File: src/rtl/fetch_pkg.sv
// Shared types and constants for the instruction fetch unit.
package fetch_pkg;

    localparam int PC_W         = 5;
    localparam int INSTR_W      = 16;
    localparam int FQ_DEPTH_DEF = 4;

    // One fetch-queue entry: the instruction word and the address it came from.
    typedef struct packed {
        logic [INSTR_W-1:0] instr;
        logic [PC_W-1:0]    pc;
    } fq_entry_t;

    localparam fq_entry_t FQ_ENTRY_ZERO = '{instr: {INSTR_W{1'b0}}, pc: {PC_W{1'b0}}};

    // 16-bit increment that sticks at all-ones instead of wrapping.
    function automatic logic [15:0] sat_inc16(input logic [15:0] v);
        logic [15:0] r;
        if (v == 16'hFFFF) begin
            r = v;
        end else begin
            r = v + 16'd1;
        end
        return r;
    endfunction

endpackage

File: src/rtl/instr_fetch_unit_if.sv
// Fetch-to-decode handshake: head instruction, its address, valid/ready.
interface instr_fetch_unit_if;
    import fetch_pkg::*;

    logic [INSTR_W-1:0] instr;
    logic [PC_W-1:0]    instr_pc;
    logic               instr_valid;
    logic               instr_ready;

    modport master (output instr, output instr_pc, output instr_valid, input instr_ready);
    modport slave  (input instr, input instr_pc, input instr_valid, output instr_ready);
endinterface

File: src/rtl/instr_fetch_unit_fifo.sv
// Fetch queue: power-of-two ring buffer with push, pop, flush, count and head.
// The head reads as all zeros while the queue is empty.
module fetch_fifo
    import fetch_pkg::*;
#(
    parameter  int DEPTH = FQ_DEPTH_DEF,
    localparam int PTR_W = $clog2(DEPTH),
    localparam int CNT_W = PTR_W + 1
)(
    input  logic             Clock,
    input  logic             Resetn,
    input  logic             i_push,
    input  logic             i_pop,
    input  logic             i_flush,
    input  fq_entry_t        i_data,
    output logic [CNT_W-1:0] o_count,
    output fq_entry_t        o_head
);

    fq_entry_t        r_mem [DEPTH];
    logic [PTR_W-1:0] r_wr_ptr;
    logic [PTR_W-1:0] r_rd_ptr;
    logic [CNT_W-1:0] r_count;
    logic             w_push;
    logic             w_pop;
    logic             w_nonempty;

    assign w_nonempty = (r_count != {CNT_W{1'b0}});
    assign w_pop      = i_pop && w_nonempty;
    // A push into a full queue is refused unless a pop frees a slot this cycle.
    assign w_push     = i_push && (w_pop || (r_count < CNT_W'(DEPTH)));
    assign o_count    = r_count;

    // Storage, pointers and occupancy; flush empties the queue in one cycle.
    always_ff @(posedge Clock or negedge Resetn) begin
        if (!Resetn) begin
            r_wr_ptr <= {PTR_W{1'b0}};
            r_rd_ptr <= {PTR_W{1'b0}};
            r_count  <= {CNT_W{1'b0}};
            for (int i = 0; i < DEPTH; i++) begin
                r_mem[i] <= FQ_ENTRY_ZERO;
            end
        end else if (i_flush) begin
            r_wr_ptr <= {PTR_W{1'b0}};
            r_rd_ptr <= {PTR_W{1'b0}};
            r_count  <= {CNT_W{1'b0}};
        end else begin
            if (w_push) begin
                r_mem[r_wr_ptr] <= i_data;
                r_wr_ptr        <= r_wr_ptr + PTR_W'(1);
            end
            if (w_pop) begin
                r_rd_ptr <= r_rd_ptr + PTR_W'(1);
            end
            case ({w_push, w_pop})
                2'b10:   r_count <= r_count + CNT_W'(1);
                2'b01:   r_count <= r_count - CNT_W'(1);
                default: r_count <= r_count;
            endcase
        end
    end

    // Head entry, forced to zero when nothing is queued.
    always_comb begin
        o_head = FQ_ENTRY_ZERO;
        if (w_nonempty) begin
            o_head = r_mem[r_rd_ptr];
        end else begin
            o_head = FQ_ENTRY_ZERO;
        end
    end

endmodule

File: src/rtl/instr_fetch_unit.sv
// Instruction fetch unit: drives a synchronous 32-word ROM, buffers returned
// words in a fetch queue and hands them to decode over a valid/ready link.
// Optional build macro FETCH_PERF_EN adds saturating transfer/stall counters.
module instr_fetch_unit
    import fetch_pkg::*;
#(
    parameter int FQ_DEPTH = FQ_DEPTH_DEF
)(
    input  logic               Clock,
    input  logic               Resetn,
    input  logic               Run,
    output logic [PC_W-1:0]    rom_addr,
    input  logic [INSTR_W-1:0] rom_data,
    input  logic               redirect,
    input  logic [PC_W-1:0]    redirect_pc,
    instr_fetch_unit_if.master dec
`ifdef FETCH_PERF_EN
    ,
    output logic [15:0]        fetch_cnt,
    output logic [15:0]        stall_cnt
`endif
);

    localparam int CNT_W = $clog2(FQ_DEPTH) + 1;
    localparam int OCC_W = CNT_W + 1;

    logic [PC_W-1:0]  r_pc;
    logic [PC_W-1:0]  r_infl_pc;
    logic             r_infl;
    logic [CNT_W-1:0] w_count;
    logic [OCC_W-1:0] w_occupancy;
    logic             w_issue;
    logic             w_push;
    logic             w_pop;
    logic             w_valid;
    fq_entry_t        w_head;
    fq_entry_t        w_push_data;

    // Queue slots plus the read still in the ROM; a same-cycle pop is not
    // credited, which keeps the issue decision off the decode ready path.
    assign w_occupancy = {1'b0, w_count} + {{CNT_W{1'b0}}, r_infl};
    assign w_issue     = Run && !redirect && (w_occupancy < OCC_W'(FQ_DEPTH));
    assign w_valid     = (w_count != {CNT_W{1'b0}});
    assign w_pop       = w_valid && dec.instr_ready;
    // The ROM word for a read issued before a redirect is stale: drop it.
    assign w_push      = r_infl && !redirect;
    assign w_push_data = '{instr: rom_data, pc: r_infl_pc};

    assign rom_addr        = r_pc;
    assign dec.instr       = w_head.instr;
    assign dec.instr_pc    = w_head.pc;
    assign dec.instr_valid = w_valid;

    // Fetch PC and the one-cycle inflight marker for the ROM read.
    always_ff @(posedge Clock or negedge Resetn) begin
        if (!Resetn) begin
            r_pc      <= {PC_W{1'b0}};
            r_infl    <= 1'b0;
            r_infl_pc <= {PC_W{1'b0}};
        end else if (redirect) begin
            r_pc      <= redirect_pc;
            r_infl    <= 1'b0;
            r_infl_pc <= r_infl_pc;
        end else if (w_issue) begin
            r_pc      <= r_pc + PC_W'(1);
            r_infl    <= 1'b1;
            r_infl_pc <= r_pc;
        end else begin
            r_pc      <= r_pc;
            r_infl    <= 1'b0;
            r_infl_pc <= r_infl_pc;
        end
    end

    fetch_fifo #(.DEPTH(FQ_DEPTH)) u_fifo (
        .Clock   (Clock),
        .Resetn  (Resetn),
        .i_push  (w_push),
        .i_pop   (w_pop),
        .i_flush (redirect),
        .i_data  (w_push_data),
        .o_count (w_count),
        .o_head  (w_head)
    );

`ifdef FETCH_PERF_EN
    logic [15:0] r_fetch_cnt;
    logic [15:0] r_stall_cnt;

    // Transfer and stall counters; redirects do not touch them.
    always_ff @(posedge Clock or negedge Resetn) begin
        if (!Resetn) begin
            r_fetch_cnt <= 16'd0;
            r_stall_cnt <= 16'd0;
        end else begin
            if (w_pop) begin
                r_fetch_cnt <= sat_inc16(r_fetch_cnt);
            end else begin
                r_fetch_cnt <= r_fetch_cnt;
            end
            if (w_valid && !dec.instr_ready) begin
                r_stall_cnt <= sat_inc16(r_stall_cnt);
            end else begin
                r_stall_cnt <= r_stall_cnt;
            end
        end
    end

    assign fetch_cnt = r_fetch_cnt;
    assign stall_cnt = r_stall_cnt;
`endif

endmodule
File: src/flat_wrapper.sv
// flat-port wrapper written by rule: the top's interface ports become plain ports
module instr_fetch_unit_flat import fetch_pkg::*;
#(
    parameter int FQ_DEPTH = FQ_DEPTH_DEF
)
  (Clock, Resetn, Run, rom_addr, rom_data, redirect, redirect_pc, dec_instr, dec_instr_pc, dec_instr_valid, dec_instr_ready);
  instr_fetch_unit_if dec_i ();
  input  logic Clock;
  input  logic Resetn;
  input  logic Run;
  output logic [PC_W-1:0] rom_addr;
  input  logic [INSTR_W-1:0] rom_data;
  input  logic redirect;
  input  logic [PC_W-1:0] redirect_pc;
  output wire logic [$bits(dec_i.instr)-1:0] dec_instr;
  output wire logic [$bits(dec_i.instr_pc)-1:0] dec_instr_pc;
  output wire logic [$bits(dec_i.instr_valid)-1:0] dec_instr_valid;
  input wire logic [$bits(dec_i.instr_ready)-1:0] dec_instr_ready;
  assign dec_instr = dec_i.instr;
  assign dec_instr_pc = dec_i.instr_pc;
  assign dec_instr_valid = dec_i.instr_valid;
  assign dec_i.instr_ready = dec_instr_ready;
  instr_fetch_unit #(.FQ_DEPTH(FQ_DEPTH)) u_core (.Clock(Clock), .Resetn(Resetn), .Run(Run), .rom_addr(rom_addr), .rom_data(rom_data), .redirect(redirect), .redirect_pc(redirect_pc), .dec(dec_i));
endmodule
File: config.mk
export PLATFORM = sky130hd
export DESIGN_NAME = instr_fetch_unit_flat
export DESIGN_NICKNAME = d
export VERILOG_FILES = /design/src/rtl/fetch_pkg.sv /design/src/rtl/instr_fetch_unit_if.sv /design/src/rtl/instr_fetch_unit_fifo.sv /design/src/rtl/instr_fetch_unit.sv /design/src/flat_wrapper.sv
export SDC_FILE = /design/constraint.sdc
export NUM_CORES = 1
export LEC_CHECK = 0
export BUFFER_PORTS_ARGS = -buffer_cell sky130_fd_sc_hd__buf_2
export CAP_MARGIN = 15
export CORE_MARGIN = 2
export CORE_UTILIZATION = 59
export CTS_CLUSTER_SIZE = 30
export DETAILED_ROUTE_END_ITERATION = 12
export PLACE_DENSITY = 0.78
export SLEW_MARGIN = 10
export SYNTH_ARGS = -nofsm -noshare
export SYNTH_HDL_FRONTEND = slang
export SYNTH_HIERARCHICAL = 1
export SYNTH_SLANG_ARGS = --single-unit
File: constraint.sdc
create_clock -name Clock -period 3.3 [get_ports Clock]
set_input_delay 0.165 -clock Clock [delete_from_list [all_inputs] [get_ports Clock]]
set_output_delay 0.165 -clock Clock [all_outputs]
set_load 0.01 [all_outputs]
Yosys cells after proc, flatten, opt, wreduce, memory -nomap -nowiden
Cells that the tools add are included.
Word-level totals
  bits in registers: 102
  bits of input ports: 26
  output and inout bits: 27
Cells by class
  add/sub/neg operators: 6
  $lt $le $gt $ge: 5
  equality and inequality tests: 2
  muxes and demuxes: 17
  bitwise logic cells: 3
  reductions and logical operators: 16
Operators by type and width (number)
  $bwmux W84: 1
  $mux W21: 4
  $bmux W21 S2: 1
  $demux W21 S2: 1
  $mux W5: 2
  $mux W2: 4
  $logic_and A1 B1 Y1: 7
  $ge A3 B3 Y1 const B: 2
  $not A2 Y3: 2
  $pmux W3 S2: 1
  $reduce_bool A2 Y1: 3
  $reduce_bool A3 Y1: 2
  $add A5 B1 Y5 const B: 1
  $add A2 B1 Y2 const B: 2
  $add A3 B1 Y4: 1
  $lt A4 B3 Y1 const B: 1
  $reduce_and A2 Y1: 2
  $add A3 B1 Y3 const B: 1
  $lt A3 B1 Y1 const B: 1
  $lt A3 B3 Y1 const B: 1
  $mux W3: 1
  $sub A3 B1 Y3 const B: 1
  $eq A2 B1 Y1 const B: 1
  $eq A2 B2 Y1 const B: 1
  other kinds (4): 5

Logic depth before layout (Yosys ltp)
  depth in word-level cells: 8
  mapped depth: 9
  mapped depth without buffers: 8

Cells and area by module
The synthesis kept the hierarchy.
By module, submodules not included
  fetch_fifo: times used 1, cells an instance 289, area an instance 4450.5 µm²
  instr_fetch_unit: times used 1, cells an instance 50, area an instance 564.3 µm²

Worst setup path after synthesis
Ideal clock, no wire load.
  kind: reg2reg
  start point: register u_core.u_fifo.r_count[1], in the netlist u_core/u_fifo/o_count[1]
  end point: register u_core.u_fifo.r_count[1], in the netlist u_core/u_fifo/o_count[1]
  setup time: 0.128 ns
  arrival: 2.529 ns
  data required time: 3.172 ns
  slack: 0.643 ns
  cell stages (with the launch flop): 10
  buffers on the path: 1
  clock period less this slack: 2.657 ns
  path through: dfrtp_1 -> or3_1 -> and2_1 -> buf_2 -> nand2b_1 -> nor2_1 -> fa_1 -> or3b_2 -> a21oi_1 -> a211oi_1
Between the ends
  cells in the longest elaborated chain, start to end: 8
  elaborated cells between the ends (all ways): 13
  classes of those cells: add/sub: 2; order compare: 1; eq/ne: 2; mux: 2; reduce/logical: 6
RTL lines
  from (decl): line instr_fetch_unit_fifo.sv:23  | logic [CNT_W-1:0] r_count;
  from (signal assigned): line instr_fetch_unit_fifo.sv:39  | r_count <= {CNT_W{1'b0}};
  from (signal assigned): line instr_fetch_unit_fifo.sv:46  | r_count <= {CNT_W{1'b0}};
  from (signal assigned): line instr_fetch_unit_fifo.sv:56  | 2'b10: r_count <= r_count + CNT_W'(1);
  $reduce_bool A3 Y1 *: line instr_fetch_unit.sv:43  | assign w_valid = (w_count != {CNT_W{1'b0}});
  via dec_instr_valid: line flat_wrapper.sv:17  | output wire logic [$bits(dec_i.instr_valid)-1:0] dec_instr_valid;
  $logic_and A1 B1 Y1 *: line instr_fetch_unit.sv:44  | assign w_pop = w_valid && dec.instr_ready;
  via u_core.w_pop: line instr_fetch_unit.sv:34  | logic w_pop;
  $logic_and A1 B1 Y1 *: line instr_fetch_unit_fifo.sv:29  | assign w_pop = i_pop && w_nonempty;
  $logic_or A1 B1 Y1: line instr_fetch_unit_fifo.sv:31  | assign w_push = i_push && (w_pop || (r_count < CNT_W'(DEPTH)));
  $logic_and A1 B1 Y1: line instr_fetch_unit_fifo.sv:31
  $eq A2 B1 Y1 or $eq A2 B2 Y1 (tied branches): line instr_fetch_unit_fifo.sv:55  | case ({w_push, w_pop})
  $pmux W3 S2: line instr_fetch_unit_fifo.sv:55
  $mux W3: line instr_fetch_unit_fifo.sv:43  | end else if (i_flush) begin
Mark *: on every way through the listed nets, which the timed path passes. The rest lies on a longest branch.
A chain may end at the register's enable or synchronous reset.

Worst setup path after layout
  start point: register u_core.u_fifo.r_count[1], in the netlist u_core/u_fifo/o_count[1]
  end point: register u_core.u_fifo.r_count[1], in the netlist u_core/u_fifo/o_count[1]
Between the ends
  cells in the longest elaborated chain, start to end: 8
  elaborated cells between the ends (all ways): 13
  classes of those cells: add/sub: 2; order compare: 1; eq/ne: 2; mux: 2; reduce/logical: 6
RTL lines (line)
  $reduce_bool A3 Y1 *: instr_fetch_unit.sv:43
  $logic_and A1 B1 Y1 *: instr_fetch_unit.sv:44
  via u_core.w_pop: instr_fetch_unit.sv:34
  $logic_and A1 B1 Y1 *: instr_fetch_unit_fifo.sv:29
  $logic_or A1 B1 Y1: instr_fetch_unit_fifo.sv:31
  $logic_and A1 B1 Y1: instr_fetch_unit_fifo.sv:31
  $eq A2 B1 Y1 or $eq A2 B2 Y1 (tied branches): instr_fetch_unit_fifo.sv:55
  $pmux W3 S2: instr_fetch_unit_fifo.sv:55
  $mux W3: instr_fetch_unit_fifo.sv:43
Marked as above.

==> results.md <==
- Post-synthesis compound-gate area fraction: 3.34%
- Vias: 2956
- Slew headroom: 44.5%
- Commonest non-fill, non-tap cell in the layout: dfrtp_1
- Post-route DRC: 0
- Die ar.: 9250 sq um
- Placed Cells: 478
- Fraction of layout cells with a size suffix above 1: 49.6%
- Post-CTS Setup Inserts: 0
- Hold Fails Final Rpt: 0
- NetSw: 0.689 mW
- PortBufs: 52
- Lkg Pwr: 2.66 nW
- Netlist cell types: 45
- Sink Count: 102
- Sw Ratio: 26.2%
- Sequential share of power: 55.9%
- Setup_tns: 0 ns
- RSZ-0062 raised after global routing: no
- Root Buffer: clkbuf_8
- Finished Cell Area: 5490 sq um
- Seq/Total Area, Yosys: 50.9%
- First-pass GRT wire length: 15200 um
- Post-synthesis mux area share: 31.3%
- Clock tree buffer depth: 2
- Reg-to-Reg Start: u_core/u_fifo/o_count[1]
- Largest net degree at the start of global routing: 64
- Htree depth: 3
- Core ar.: 8220 sq um
- Cells after Synth: 339
- Main combinational cell family by area after synthesis: multiplexers
- Gp weighted congestion: 0.786
- Mapped Area: 5010 sq um
- Initial drt markers: 129
- TritonCTS clock tree: done
- Startpoint Class: flip-flop
- Drt wl/cell: 18.7 um
- P_int: 1.94 mW
- HPWL after DPL: 6000 um
- Pwr Density: 480 nW/um^2
- Max Slew Vio Count: 0
- Worst setup EP type: flip-flop
- Worst clock skew: 0.0126 ns
- Yosys reg bits: 102
- Synthesized-area fraction occupied by adder cells: 1.65%
- Initial Util: 61.0%
- Initial antenna violation count: 0
- Post-Syn Area per Cell: 14.8 sq um
- Final Net Count: 418
- DRT Pass-1 Iters: 4
- Clock power frac: 28.1%
- Post-Route WL: 9280 um
- Synth Area in Simple Gates: 8.56%
- Worst Hold Class: input port to flip-flop
- CP Launch Point: u_core/u_fifo/o_count[1]
- Crit Path Class: flip-flop to flip-flop
- Fillcell total: 599
- Max Cap Violations: 0
- CTS buffer count: 9
- Slew at the pin with the worst max-slew slack: 0.833 ns
- Gr ovfl total: 0
- VDD IR max: 212 uV
- Die Wd: 96.2 um
- P&R area growth vs syn: 9.38%
- All-Layer GR Usage: 22.1%
- Critical path arrival: 3.11 ns
- Worst-path clk slew: 0.10 ns
- Status: finished, final reports clean
- Post-Syn Nets: 371
- Fin crit share: 87.3%
- Clock latency on the worst-skew pair: 0.36 ns
- # diodes: 0
- Synth Area in XOR/XNOR: 0.349%
- Tmin final: 2.88 ns
- Endpoints failing setup: 0
- Worst Hold Launch: redirect_pc[3]
- Die H: 96.2 um
- Required @ worst endpoint: 3.53 ns
- Area after DPL: 5280 sq um
- Comb power frac: 16.0%
- Routed Antenna Nets: 0
- Max Freq: 347 MHz
- Final Non-Filler Cells: 496
- FP Rows: 33
- Via density: 5.96
- Commonest cells after routing, fill and taps aside: dfrtp_1 (102), mux2_2 (66), buf_2 (51), mux2_4 (23)
- I/O pin total: 53
- Synth warn: 6
- Crit-path max FO: 12
- Number of global-route vias before repair: 3058
==> worst paths after layout <==
check                      cells after the start  slack (ns)                  endpoint
max in group asynchronous                      3        2.08   u_core/u_fifo/r_mem[68]
min in group asynchronous                      2        0.42   u_core/u_fifo/r_mem[74]
hold / removal                                 3        0.03        u_core/rom_addr[3]
setup reg to reg                               8        0.42  u_core/u_fifo/o_count[1]
hold reg to reg                                1        0.51   u_core/u_fifo/r_mem[55]
setup / recovery                               8        0.42  u_core/u_fifo/o_count[1]
==> stage by stage <==
step | worst slack [ns] | total power [mW] | hold WS [ns] | utilization [%]
after floorplan | 0.643 | 1.77 | -0.131 | -
after global placement | 0.573 | 1.90 | 0.301 | 64.3
after detailed placement | 0.446 | 1.92 | 0.306 | 64.3
after CTS | 0.427 | 2.66 | 0.0115 | 66.8
after global routing | 0.260 | 2.77 | 0.0238 | 66.8
final | 0.420 | 2.63 | 0.0265 | 66.8
==> sequential cells by signal (all words and copies together) (netlist names) <==
| register | flops |
|---|---|
| u_core/r_infl | 1 |
| u_core/r_infl_pc | 5 |
| u_core/rom_addr | 5 |
| u_core/u_fifo/o_count | 3 |
| u_core/u_fifo/r_mem | 84 |
| u_core/u_fifo/r_rd_ptr | 2 |
| u_core/u_fifo/r_wr_ptr | 2 |
==> cells by family after synthesis <==
| family | count (synthesis) |
|---|---|
| simple gates | 64 |
| flops | 102 |
| compound gates | 24 |
| mux | 111 |
| xor+xnor | 2 |
| buf+inv | 30 |
| fa+ha+maj | 6 |
==> synthesized netlist by cell type, drive strengths merged <==
cell,n,area (sq um)
or2b,1,7.51
o311ai,5,43.8
or4,1,7.51
inv,7,26.3
or4b,6,75.1
nor2b,22,145
mux2,89,1090
and3,1,7.51
mux2i,1,10.0
nand2,8,32.5
buf,16,141
a2111oi,1,8.76
or3,3,18.8
and2,1,6.26
o21ai,2,10.0
nand3b,1,7.51
nand3,8,40.0
ha,5,62.6
xor2,2,17.5
a211oi,1,7.51
nor3,1,5.00
o211ai,4,30.0
fa,1,20.0
nor2,4,15.0
or3b,1,8.76
o221ai,1,8.76
clkbuf,7,26.3
and2b,1,8.76
nand2b,3,18.8
a21oi,6,30.0
o22ai,1,6.26
o31ai,1,7.51
dfrtp,102,2550
nor3b,1,18.8
or2,1,6.26
a21o,1,7.51
a21boi,1,7.51
mux4,21,473
==> power by group through the flow <==
| stage | logic, mW | registers [mW] | clock network (mW) |
|---|---|---|---|
| final | 0.421 | 1.47 | 0.740 |
| after global routing | 0.462 | 1.49 | 0.818 |
| after CTS | 0.427 | 1.47 | 0.763 |
| after detailed placement | 0.424 | 1.50 | 0 |
| after global placement | 0.410 | 1.49 | 0 |
| after floorplan | 0.310 | 1.46 | 0 |
==> per-layer routing <==
metal	GRT usage [%]	vias up	part of all wire, %
met5	0	-	0
met4	8.69	0	1.6
met3	3.05	12	3.5
met2	36.9	56	50
met1	29.5	1542	45
li1	-	1346	-
==> repair_timing <==
item	in CTS	in global routing
gates resized for setup	0	0
hold endpoints to repair	62	0
hold buffers	2	0
==> critical path: stages (launching register included) <==
cell      delay, ns
dfrtp_1        0.52
or3_1          0.44
and2_1         0.30
nand2b_1       0.23
nor2_1         0.08
fa_1           0.47
or3b_2         0.48
a21oi_1        0.16
a211oi_1       0.06
==> cell type report <==
type / instances / area, sq um / share of cell area (%)
sequential: 102 / 2550 / 46.5
multi-input combinational: 207 / 2270 / 41.4
timing repair buffer: 59 / 320 / 5.84
clock buffer: 11 / 141 / 2.58
tap: 105 / 131 / 2.40
clock inverter: 5 / 40.0 / 0.730
inverter: 7 / 26.3 / 0.479
Note: power is estimated with default switching activity, not from simulation.
